`src/rtl/vga_timing_if.sv`:
```
// Pixel-pipeline side of the VGA timing controller: pixel-step enable in, sync/DE/coords/strobes out.
interface vga_timing_if;
  logic        pix_en;
  logic        hsync;
  logic        vsync;
  logic        de;
  logic [10:0] x;
  logic [10:0] y;
  logic        line_end;
  logic        frame_start;

  modport master (
    input  pix_en,
    output hsync, vsync, de, x, y, line_end, frame_start
  );

  modport slave (
    output pix_en,
    input  hsync, vsync, de, x, y, line_end, frame_start
  );
endinterface

```
`src/rtl/vga_timing_ctrl.sv`:
```
// VGA timing sequencer: horizontal/vertical counters with ACTIVE/FRONT/SYNC/BACK phase machines.
// Outputs are registered and describe the pixel counted on the previous pix_en step.
module vga_timing_ctrl #(
  parameter int unsigned H_ACTIVE = 640,
  parameter int unsigned H_FP     = 16,
  parameter int unsigned H_SYNC   = 96,
  parameter int unsigned H_BP     = 48,
  parameter int unsigned V_ACTIVE = 480,
  parameter int unsigned V_FP     = 10,
  parameter int unsigned V_SYNC   = 2,
  parameter int unsigned V_BP     = 33,
  parameter bit          H_POL    = 1'b0,
  parameter bit          V_POL    = 1'b0
) (
  input  logic             clk,
  input  logic             rst_n,
  vga_timing_if.master     bus
);

  localparam int unsigned HTotal = H_ACTIVE + H_FP + H_SYNC + H_BP;
  localparam int unsigned VTotal = V_ACTIVE + V_FP + V_SYNC + V_BP;

  // Last count of each phase; a phase ends when the count equals its constant.
  localparam logic [10:0] HActEnd  = 11'(H_ACTIVE - 1);
  localparam logic [10:0] HFpEnd   = 11'(H_ACTIVE + H_FP - 1);
  localparam logic [10:0] HSyncEnd = 11'(H_ACTIVE + H_FP + H_SYNC - 1);
  localparam logic [10:0] HTotEnd  = 11'(HTotal - 1);
  localparam logic [10:0] VActEnd  = 11'(V_ACTIVE - 1);
  localparam logic [10:0] VFpEnd   = 11'(V_ACTIVE + V_FP - 1);
  localparam logic [10:0] VSyncEnd = 11'(V_ACTIVE + V_FP + V_SYNC - 1);
  localparam logic [10:0] VTotEnd  = 11'(VTotal - 1);

  typedef enum logic [1:0] {PhActive, PhFront, PhSync, PhBack} phase_e;

  logic [10:0] h_cnt, v_cnt;
  logic [10:0] h_cnt_d, v_cnt_d;
  phase_e      h_ph, v_ph;
  phase_e      h_ph_d, v_ph_d;
  logic        h_last, v_last;

  logic        hsync_q, vsync_q, de_q;
  logic [10:0] x_q, y_q;
  logic        line_end_q, frame_start_q;

  always_comb begin
    h_last  = (h_cnt == HTotEnd);
    v_last  = (v_cnt == VTotEnd);
    h_cnt_d = h_last ? 11'd0 : h_cnt + 11'd1;
    v_cnt_d = v_last ? 11'd0 : v_cnt + 11'd1;

    h_ph_d = h_ph;
    unique case (h_ph)
      PhActive: if (h_cnt == HActEnd)  h_ph_d = PhFront;
      PhFront:  if (h_cnt == HFpEnd)   h_ph_d = PhSync;
      PhSync:   if (h_cnt == HSyncEnd) h_ph_d = PhBack;
      PhBack:   if (h_cnt == HTotEnd)  h_ph_d = PhActive;
      default:                         h_ph_d = PhActive;
    endcase

    v_ph_d = v_ph;
    unique case (v_ph)
      PhActive: if (v_cnt == VActEnd)  v_ph_d = PhFront;
      PhFront:  if (v_cnt == VFpEnd)   v_ph_d = PhSync;
      PhSync:   if (v_cnt == VSyncEnd) v_ph_d = PhBack;
      PhBack:   if (v_cnt == VTotEnd)  v_ph_d = PhActive;
      default:                         v_ph_d = PhActive;
    endcase
  end

  always_ff @(posedge clk) begin
    if (!rst_n) begin
      h_cnt         <= 11'd0;
      v_cnt         <= 11'd0;
      h_ph          <= PhActive;
      v_ph          <= PhActive;
      hsync_q       <= ~H_POL;
      vsync_q       <= ~V_POL;
      de_q          <= 1'b0;
      x_q           <= 11'd0;
      y_q           <= 11'd0;
      line_end_q    <= 1'b0;
      frame_start_q <= 1'b0;
    end else begin
      line_end_q    <= 1'b0;
      frame_start_q <= 1'b0;
      if (bus.pix_en) begin
        // Outputs sample the pre-advance state, giving one step of latency.
        hsync_q       <= (h_ph == PhSync) ? H_POL : ~H_POL;
        vsync_q       <= (v_ph == PhSync) ? V_POL : ~V_POL;
        de_q          <= (h_ph == PhActive) && (v_ph == PhActive);
        x_q           <= h_cnt;
        y_q           <= v_cnt;
        line_end_q    <= h_last;
        frame_start_q <= (h_cnt == 11'd0) && (v_cnt == 11'd0);
        h_cnt         <= h_cnt_d;
        h_ph          <= h_ph_d;
        if (h_last) begin
          v_cnt <= v_cnt_d;
          v_ph  <= v_ph_d;
        end
      end
    end
  end

  assign bus.hsync       = hsync_q;
  assign bus.vsync       = vsync_q;
  assign bus.de          = de_q;
  assign bus.x           = x_q;
  assign bus.y           = y_q;
  assign bus.line_end    = line_end_q;
  assign bus.frame_start = frame_start_q;

endmodule

```
`src/flat_wrapper.sv`:
```
// flat-port wrapper written by rule: the top's interface ports become plain ports
module vga_timing_ctrl_flat 
#(
  parameter int unsigned H_ACTIVE = 640,
  parameter int unsigned H_FP     = 16,
  parameter int unsigned H_SYNC   = 96,
  parameter int unsigned H_BP     = 48,
  parameter int unsigned V_ACTIVE = 480,
  parameter int unsigned V_FP     = 10,
  parameter int unsigned V_SYNC   = 2,
  parameter int unsigned V_BP     = 33,
  parameter bit          H_POL    = 1'b0,
  parameter bit          V_POL    = 1'b0
)
  (clk, rst_n, bus_pix_en, bus_hsync, bus_vsync, bus_de, bus_x, bus_y, bus_line_end, bus_frame_start);
  vga_timing_if bus_i ();
  input  logic clk;
  input  logic rst_n;
  input wire logic [$bits(bus_i.pix_en)-1:0] bus_pix_en;
  output wire logic [$bits(bus_i.hsync)-1:0] bus_hsync;
  output wire logic [$bits(bus_i.vsync)-1:0] bus_vsync;
  output wire logic [$bits(bus_i.de)-1:0] bus_de;
  output wire logic [$bits(bus_i.x)-1:0] bus_x;
  output wire logic [$bits(bus_i.y)-1:0] bus_y;
  output wire logic [$bits(bus_i.line_end)-1:0] bus_line_end;
  output wire logic [$bits(bus_i.frame_start)-1:0] bus_frame_start;
  assign bus_i.pix_en = bus_pix_en;
  assign bus_hsync = bus_i.hsync;
  assign bus_vsync = bus_i.vsync;
  assign bus_de = bus_i.de;
  assign bus_x = bus_i.x;
  assign bus_y = bus_i.y;
  assign bus_line_end = bus_i.line_end;
  assign bus_frame_start = bus_i.frame_start;
  vga_timing_ctrl #(.H_ACTIVE(H_ACTIVE), .H_FP(H_FP), .H_SYNC(H_SYNC), .H_BP(H_BP), .V_ACTIVE(V_ACTIVE), .V_FP(V_FP), .V_SYNC(V_SYNC), .V_BP(V_BP), .H_POL(H_POL), .V_POL(V_POL)) u_core (.clk(clk), .rst_n(rst_n), .bus(bus_i));
endmodule
```
`config.mk`:
```
export PLATFORM = sky130hd
export DESIGN_NAME = vga_timing_ctrl_flat
export DESIGN_NICKNAME = d
export VERILOG_FILES = /design/src/rtl/vga_timing_if.sv /design/src/rtl/vga_timing_ctrl.sv /design/src/flat_wrapper.sv
export SDC_FILE = /design/constraint.sdc
export NUM_CORES = 1
export LEC_CHECK = 0
export ABC_AREA = 1
export CORE_ASPECT_RATIO = 1.75
export CORE_MARGIN = 2
export CORE_UTILIZATION = 52
export CTS_BUF_LIST = sky130_fd_sc_hd__clkbuf_4 sky130_fd_sc_hd__clkbuf_8
export CTS_CLUSTER_DIAMETER = 200
export DETAILED_ROUTE_END_ITERATION = 7
export PLACE_DENSITY = 0.78
export SLEW_MARGIN = 0
export SYNTH_ARGS = -nofsm -noshare
export SYNTH_HDL_FRONTEND = slang
export SYNTH_SLANG_ARGS = --single-unit
```
`constraint.sdc`:
```
create_clock -name clk -period 1.4 [get_ports clk]
set_input_delay 0.14 -clock clk [delete_from_list [all_inputs] [get_ports clk]]
set_output_delay 0.14 -clock clk [all_outputs]
set_load 0.05 [all_outputs]
```
After elaboration in Yosys (flattened, before gate mapping)
Index checks and enable logic that the tools add are counted.
- register bits: 53
- bits in latches: 0
- memory bits (writable): 0
- bits in read-only memories: 0
- bits of input ports: 3
- output and inout bits: 27
- word-level logic and storage cells: 59
- memories kept: 0
- $add $sub $neg: 2
- multiply operators: 0
- div/mod/pow operators: 0
- $lt $le $gt $ge: 0
- eq/ne operators: 22
- shifts and indexed selects: 0
- mux-type cells: 14
- bitwise gates (word level): 0
- reductions and logical operators: 10
- operators by type and width (cell ; count):
    == test 11 x 10 -> 1 bit, second input constant ; 5
    == test 11 x 9 -> 1 bit, second input constant ; 3
    adder 11 x 1 -> 11 bit, second input constant ; 2
    zero test 11 bit ; 2
    2-to-1 mux 11 bit ; 2
    2-to-1 mux 2 bit ; 8
    inequality test 2 x 1 -> 1 bit, second input constant ; 8
    one-hot mux 2 bit (4 select lines) ; 2
    == test 2 bit, second input constant ; 4
    AND reduction 6 bit ; 1
    AND reduction 5 bit ; 1
    == test 2 x 1 -> 1 bit, second input constant ; 2
    zero test 2 bit ; 2
    AND reduction 2 bit ; 2
    logical AND 1 bit ; 2
    2-to-1 mux 1 bit ; 2

Depth between registers and ports, before layout
Gate-level depths: netlist of the first run.
- depth in word-level cells: 3
- gate-level depth with buffers: 11
- depth with buffers taken out: 11

Least setup slack after synthesis of the first run
No wires, ideal clock.
- path kind: register to register
- start: register u_core.h_ph[0]
- end: register u_core.h_ph[0]
- setup time: 0.113 ns
- data arrival time: 1.344 ns
- required time: 1.287 ns
- slack: -0.057 ns
- cell stages (with the launch flop): 10
- path buffers: 0
- clock period less this slack: 1.457 ns
- cell sequence: dfxtp_1 inv_1 ha_1 or2_2 nand2_1 nand2_1 nor2_1 nand3_2 nor2_1 nor2_1
- longest elaborated chain between the ends: 3
- elaborated cells on any way between the ends: 10
- those cells by class: eq/ne (7); mux (1); reduce/logical (2)
- RTL lines (what ; line ; text):
    start, declared ; vga_timing_ctrl.sv:37 ; phase_e h_ph, v_ph;
    start signal, assigned ; vga_timing_ctrl.sv:74 ; h_ph <= PhActive;
    start signal, assigned ; vga_timing_ctrl.sv:96 ; h_ph <= h_ph_d;
    == test 2 bit (tied with other cells) ; vga_timing_ctrl.sv:52 ; unique case (h_ph)
    inequality test 2 x 1 -> 1 bit (no line) ; -- ;
    AND reduction 5 bit (no line) ; -- ;
Several ways; a longest one is shown, not always the timed one.
A chain may end at the register's enable or synchronous reset.

Worst setup path after layout of the first run
- start: register u_core.h_cnt[0]
- end: register u_core.v_cnt[3]
- longest elaborated chain between the ends: 2
- RTL lines (what ; line ; text):
    start, declared ; vga_timing_ctrl.sv:35 ; logic [10:0] h_cnt, v_cnt;
    start signal, assigned ; vga_timing_ctrl.sv:95 ; h_cnt <= h_cnt_d;
    == test 11 x 10 -> 1 bit ; vga_timing_ctrl.sv:46 ; h_last = (h_cnt == HTotEnd);
    AND reduction 2 bit (no line) ; -- ;
    end signal, assigned ; vga_timing_ctrl.sv:98 ; v_cnt <= v_cnt_d;
    end, declared ; vga_timing_ctrl.sv:35 ;
No other way between the ends.

==> results of run 1 <==
[sequential cells by signal, indices dropped and copies added, names as in the netlist, 2 cells and up]
register and count:
u_core.v_ph 2, u_core.bus.x 11, u_core.h_cnt 11, u_core.v_cnt 11, u_core.h_ph 2, u_core.bus.y 11
[cell usage after synthesis, types with 4 or more instances]
master and number:
a21oi_1 30, buf_2 4, clkbuf_1 5, dfxtp_1 53
ha_1 13, inv_1 35, inv_2 5, nand2_1 57
nand2_2 4, nand3_1 27, nand4_1 5, nor2_1 44
nor3_1 9, o21ai_0 29
[power breakdown]
group	switching (mW)	internal, mW	total [mW]
combinational	0.249	0.141	0.390
sequential	0.0298	1.54	1.57
clock	0.515	0.536	1.05
[worst reg2reg max path: stages (launching register included)]
cell and delay (ns):
dfxtp_4 0.39, ha_4 0.15, nand2_4 0.07, nor2_8 0.18, nand4_4 0.23, nand2_4 0.21
nand2_1 0.07, nand3_1 0.08, inv_1 0.04
[layer usage]
| layer | GRT usage, % | wire length, µm | vias up |
|---|---|---|---|
| met2 | 52.0 | 4400 | 71 |
| met5 | 0 | 0 | - |
| li1 | - | - | 1356 |
| met1 | 26.6 | 2680 | 1309 |
| met4 | 20.0 | 549 | 0 |
| met3 | 3.94 | 248 | 41 |
[area by class of cell]
type	instances	area (µm²)
fill	333	1130
clock inverter	3	46.3
sequential	53	1080
multi-input combinational	252	1580
timing repair buffer	94	805
clock buffer	5	68.8
inverter	41	159
tap	54	67.6
[through the flow]
step | instance area (µm²) | util, % | hold slack (ns)
final | 3800 | 77.1 | 0.470
after global routing | 3800 | 77.1 | 0.488
after CTS | 3630 | 73.6 | 0.472
after detailed placement | 3420 | 69.2 | 0.458
after global placement | 3420 | 69.2 | 0.456
after floorplan | 2700 | - | 0.333
[cell families after synthesis]
group           count (synthesis)
xor+xnor                        2
flops                          53
fa+ha+maj                      13
compound gates                 66
simple gates                  171
buf+inv                        51
[how the worst max path moves through the flow]
stage,from,end,slack [ns],cells past startpoint
after floorplan,u_core.h_cnt[1],u_core.h_cnt[10],-0.02,10
final,u_core.h_cnt[0],u_core.v_cnt[3],-0.09,8
after global placement,bus_pix_en,u_core.h_cnt[9],-0.17,8
after global routing,u_core.h_cnt[2],u_core.h_cnt[7],-0.20,8
after CTS,u_core.h_cnt[1],u_core.v_cnt[3],-0.06,8
after detailed placement,bus_pix_en,u_core.v_cnt[9],-0.23,7
[timing repair]
action,4_1_cts,5_1_grt
resized for setup,22,33
setup buffers,3,10
endpoints found under the setup margin,18,25
pin swaps,16,22
==> metrics list, run 1 <==
- Status: finished, violations left
- The final reports fail on setup timing.
* Final WL: 7.88 mm
* Pin count of the biggest net entering global routing: 19
* Worst hold-check path type: reg -> reg
- Clock H-tree levels: 2
- The top cell types in the final layout, fill and taps aside, are 81 x buf_4, 55 x nand2_1, 45 x dfxtp_1, 36 x nor2_1, 30 x inv_1.
- Including well taps, the total number of placed cells is 482.
- Number of global-route vias before repair: 2,761
- Number of synthesis warnings: 0
- For this design the ratio of total power to cell area is 792 nW/µm².
* RD Place Congestion: 0.921
- Worst IR Drop VDD: 0.00104 V
- Startpoint class of the critical path: flop
* Final standard cell count with taps included and fillers excluded: 502
* Cell with the most instances on the worst path: nand2_4
- Area of the core region: 4930 µm²
- Syn Area/Cell: 7.47 µm²
- Wire length of the first global-routing pass: 12.3 mm
- Across the routed clock network, the largest skew measured is 0.00821 ns.
- The biggest area contributor in the post-synthesis netlist is dfxtp_1.
- Counting the buffers created by CTS gives 5.
- Input and output buffers added on the ports amount to 29.
- After detailed routing, the number of vias per cell comes to 5.53.
- The die is 98.6 µm tall.
- Measured against the total synthesized area, the mux share comes to 0%.
* Clk_lat worst skew: 0.31 ns
* Slack of the critical path: -0.0864 ns
- Overall power after layout: 3.01 mW
- The worst setup path is captured at a flop.
- For this design the static power due to leakage is 1.65 nW.
- Number of cells on the worst reg-to-reg path: 8
- The max-slew violation count is 0.
- Setup violations remaining at the end of the flow were counted as 20.
- Fraction of the mapped netlist area in simple logic gates: 32.5%
- The number of antenna violations at the first check in global routing came to 0.
- In this run, distinct cell masters in the synthesized netlist total 36.
- Sequential elements use 39.9% of the synthesized area.
- Compared with the post-synthesis result, the final layout area differs by 43.1%.
- Routed via count: 2,777
- Crit-path cells: ha_4 > nand2_4 > nor2_8 > nand4_4 > nand2_4 > nand2_1 > nand3_1 > inv_1
- In this design, the stage delay of the slowest critical-path cell is 0.39 ns.
* Most common cell after layout, fill and taps aside: buf_4
- Register-to-Register Setup Slack: -0.09 ns
- Post-Synth XOR/XNOR Area: 0.659%
- The startpoint identified for the worst hold timing path is u_core.bus.x[2].
- Maximum fanout encountered on the critical timing path: 7
- Accumulated negative setup slack: -1.11 ns
- Worst path slowest cell: dfxtp_4
- For this run, design rule violations remaining after detail routing come to 0.
- In this design, the largest share of critical-path delay is due to simple AND/OR/NAND/NOR gates.
* Effective utilization at floorplan: 53.9%
* Floorplan die area: 5720 µm²
* Terminus of the critical flop-to-flop path: u_core.v_cnt[3]
- Proportion of synthesized flip-flops having asynchronous set or reset: 0%
* Startpoint-to-endpoint class of the critical path: reg -> reg
- The final-report hold violation count was 0.
- Min Tclk post-route: 1.49 ns
- Among all flip-flop cells after synthesis, the most frequent one is dfxtp_1.
- Synthesis produced a netlist with a net count of 372.
- Buffering stage count on the worst path with inverters included: 1
- Share of the clock period used by the worst path after layout: 106%
- Standard-cell row count: 34
- In this run the tightest slew margin relative to its limit is 80.6%.
- Top-level port count: 30
- For this design, the CTS-stage hold fixing added 0 buffers.
* Number of DRC violations after detailed-routing iteration 0: 129
* Buffers from clock root to sink, at most: 2
- Summed over all layers, the global routing overflow is 0.
- Area fraction in compound gates after synthesis: 13.2%
- First-pass iteration count of the detailed router: 4
- Layout cell share with drive strength beyond 1: 37.5%
- After clock tree synthesis, the clock-pin slew on the worst setup and hold paths is 0.10 ns.
- At the worst endpoint, the required time is 1.62 ns.
- Counting flops and latches in the post-synthesis netlist gives 53.
- Synth top area share: 39.9%
* Synthesized instance count: 356
* Setup repair after global routing missed its margin: yes
* Hold Path End: u_core.bus.x[2]
* Minimum setup slack after placement: -0.228 ns
- The detail route stage leaves a number of antenna-violating nets equal to 0.
- Inserted Diodes: 0
- Number of instances on the worst hold path: 2
- After Yosys synthesis, full adders, half adders and majority gates account for 6.12% of the synthesized area.
- Die width: 58.0 µm
- The clock net in this run drives a total of 53 sinks.
* Nets@finish: 463
- Top cells by area, synth: dfxtp_1 40%, nand2_1 8.1%, nor2_1 6.2%
- At the pin with the least slew margin, the transition time is 0.288 ns.
- Yosys mapped a number of flops with a built-in enable equal to 0.
- By area, the combinational part of the netlist is dominated by simple AND/OR/NAND/NOR gates.
* Critical Path AT: 1.71 ns
* Max cap viols: 0
- Combined area of all synthesized cells: 2660 µm²
- TritonCTS built the clock tree.
- Global-route usage over all layers: 28.0%
* Drt wl/cell: 15.7 µm
- Detailed placement finished with a half-perimeter wire length of 5.63 mm.
* CTS Root Cell: clkbuf_8
* Worst reg2reg path startpoint: u_core.h_cnt[0]
- Based on the critical path, the design can be clocked at up to 0.673 GHz.
(Power assumes the default switching activity.)
==> inputs of run 2 (changes only) <==
--- a/config.mk
+++ b/config.mk
@@ -7,7 +7,6 @@
 export LEC_CHECK = 0
 export ABC_AREA = 1
 export CORE_ASPECT_RATIO = 1.75
-export CORE_MARGIN = 2
 export CORE_UTILIZATION = 52
 export CTS_BUF_LIST = sky130_fd_sc_hd__clkbuf_4 sky130_fd_sc_hd__clkbuf_8
 export CTS_CLUSTER_DIAMETER = 200
@@ -17,3 +16,4 @@
 export SYNTH_ARGS = -nofsm -noshare
 export SYNTH_HDL_FRONTEND = slang
 export SYNTH_SLANG_ARGS = --single-unit
+export TNS_END_PERCENT = 100
==> run 2 against run 1 <==
  * Utilization fell by 0.23 points
  * Maximum frequency decreased by 2.5%
  * Total power shrank 3.8%
  * Flip-flop and latch count unchanged
  * Critical endpoint is now u_core.v_cnt[6]
  * Via count grew 2.3%
  * Largest power group unchanged
  * Cell count shrank 0.40%
  * Largest cell class unchanged
  * Sequential power about the same
  * The run still ends with setup timing left
  * Count of clock-buffer cells in the layout is the same
  * Global-route usage increased by 0.43 points
  * Highest routed layer unchanged
  * Non-clock buffer count down 2
  * Clock skew increased by 0.0074 ns
==> metrics list, run 2 (synthesis gave the netlist of run 1 again) <==
* Status: finished, violations left
* Wire length of the first global-routing pass: 11.7 mm
- Termination of the worst setup path: u_core.v_cnt[6]
- The initial utilization of the core area, before any placement, comes to 53.9%.
- Commonest cells after routing, fill and taps aside: 80 x buf_4, 54 x nand2_1, 44 x dfxtp_1, 37 x nor2_1, 31 x inv_1
* Global-route usage over all layers: 28.4%
- Buffers from clock root to sink, at most: 2
- At the end of routability-driven placement, the weighted congestion stood at 0.956.
* Leakage component of the power: 1.64 nW
- Die Ht: 96.6 µm
* Die width: 56.0 µm
* Internal portion of total power: 2.05 mW
- Of all nets on the critical path, the largest fanout is 6.
* Register-to-Register Setup Slack: -0.12 ns
- Pin placement for this block handled 30 I/O pins.
* Share of the clock period used by the worst path after layout: 109%
* Initial antenna violation count: 0
- Minimum setup slack after placement: -0.245 ns
- Net switching is 29.2% of the power.
- Entering global routing, the biggest net connects 31 pins.
- Setup repair after global routing could not meet its margin everywhere.
- Area added between synthesis and finish: 42.7%
* Slack of the critical path: -0.124 ns
- First-pass iteration count of the detailed router: 5
- Max cap viols: 0
- For the pin with the worst max-slew slack, the measured transition is 0.333 ns.
- Layout cell share with drive strength beyond 1: 38.3%
* Final hold violation count: 0
- Critical Path AT: 1.80 ns
* Worst IR Drop VDD: 0.000822 V
* Accumulated negative setup slack: -1.20 ns
- TritonCTS created 5 clock buffers.
- Min Tclk post-route: 1.52 ns
- After routing the design area is 3790 µm².
* Worst setup skew after layout: 0.0156 ns
- Worst slew margin relative to its limit: 77.5%
* Total of endpoints with negative setup slack in the final report: 17
- Floorplan die area: 5410 µm²
- At the end of the flow, the number of nets in the layout was 461.
- Terminus of the critical flop-to-flop path: u_core.v_cnt[6]
* Clk_lat worst skew: 0.33 ns
* CP startpoint: u_core.v_cnt[0]
- Critical Path RT: 1.67 ns
- Combinational Power Share: 13.5%
* Final number of max-transition violations: 0
- Dividing total power by cell area gives a power density of 764 nW/µm².
* CTS Root Cell: clkbuf_8
- Number of buffers inserted by port buffering: 29
- Overall power consumption after layout is estimated at 2.90 mW.
- The via count of the first global-routing pass came to 2,616.
* Number of cells on the worst reg-to-reg path: 9
* Most common cell after layout, fill and taps aside: buf_4
* Startpoint-to-endpoint class of the critical path: reg -> reg
- Fraction of power consumed by the clock network: 32.2%
* Post-DR vias/cell: 5.68
- Sw power: 0.847 mW
* Post-route antenna net violation count: 0
- Worst Hold Margin: 0.469 ns
* Kind of end point of the critical path: flop
- The tightest min-delay check is of the reg -> reg type.
* Startpoint class of the critical path: flop
* Highest clock rate: 0.656 GHz
- For this run, design rule violations remaining after detail routing come to 0.
- Summed over all nets, the half-perimeter wirelength after detailed placement is 5.60 mm.
- The region available for standard cell placement spans 4930 µm².
* Clock H-tree levels: 2
- Worst reg2reg path startpoint: u_core.v_cnt[0]
- After global routing the overflow that remains totals 0.
* Drt wl/cell: 16.1 µm
- Clock-pin slew was measured on the worst setup and hold paths at 0.11 ns.
- In this run, the number of DRC markers left after iteration 0 of detailed routing was 196.
- Inserted Diodes: 0
- Part of the total power dissipated in sequential elements: 54.3%
- Violations in the final reports: setup timing
- After floorplanning, the core was divided into 34 placement rows.
* Routed via count: 2,841
- Wires add up to 8.07 mm.
* TritonCTS sink count: 53
- Placed inst area: 3370 µm²
* CTS tree: built
-- run 2: cell count changes in the layout (fill, tap and decap cells not counted), moves of 2 or more --
cell     change
nand2_2      +2
dfxtp_2      +3
dfxtp_4      -2
o21ai_1      -2
nand3_2      +3
nand3_1      -3
o21ai_2      +2
nand2_4      -2
-- run 2: area by class of cell --
type / count / area [µm²]
multi-input combinational: 252 / 1610
timing repair buffer: 92 / 786
fill: 350 / 1140
tap: 54 / 67.6
inverter: 41 / 159
clock buffer: 5 / 68.8
clock inverter: 3 / 26.3
sequential: 53 / 1080
-- run 2: worst min-delay path by stage --
stage	cells after the start	startpoint	endpoint
CTS	2	u_core.bus.y[5]	u_core.bus.y[5]
global route	2	u_core.bus.x[0]	u_core.bus.x[0]
global placement	2	u_core.bus.x[0]	u_core.bus.x[0]
detailed placement	2	u_core.bus.y[5]	u_core.bus.y[5]
finish	2	u_core.bus.y[5]	u_core.bus.y[5]
floorplan	3	bus_pix_en	u_core.bus.vsync
-- run 2: stage by stage --
stage / util (%) / instances
final: 76.8 / 500
after CTS: 73.0 / 492
after detailed placement: 68.2 / 477
after floorplan: - / 356
after global routing: 76.8 / 500
after global placement: 68.2 / 477
-- run 2: routing by layer --
| layer | routed length, µm | GRT usage, % | vias to the layer above |
|---|---|---|---|
| li1 | - | - | 1358 |
| met1 | 2790 | 26.7 | 1335 |
| met2 | 4450 | 55.3 | 108 |
| met3 | 320 | 3.86 | 40 |
| met4 | 511 | 20.9 | 0 |
| met5 | 0 | 0 | - |
-- run 2: timing repair --
| item | in CTS | in global routing |
|---|---|---|
| setup buffers | 7 | 8 |
| hold endpoints to repair | 0 | 0 |
| resized for setup | 25 | 32 |
| pin swaps | 15 | 14 |
| hold buffers | 0 | 0 |
| endpoints found under the setup margin | 19 | 24 |
-- run 2: power groups by stage --
stage / Combinational [mW] / Sequential (mW) / Clock, mW
6_report: 0.390 / 1.57 / 0.934
5_1_grt: 0.414 / 1.58 / 1.00
4_1_cts: 0.375 / 1.57 / 0.938
3_5_place_dp: 0.359 / 1.61 / 0
3_3_place_gp: 0.355 / 1.61 / 0
2_1_floorplan: 0.101 / 1.73 / 0
-- run 2: worst max-delay path: stages (launching register included) --
cell,delay (ns)
dfxtp_4,0.39
inv_4,0.04
ha_4,0.15
nand2_1,0.05
nand3b_1,0.17
nor2_4,0.07
buf_12,0.12
a21oi_4,0.25
o21ai_1,0.11
a21oi_1,0.11
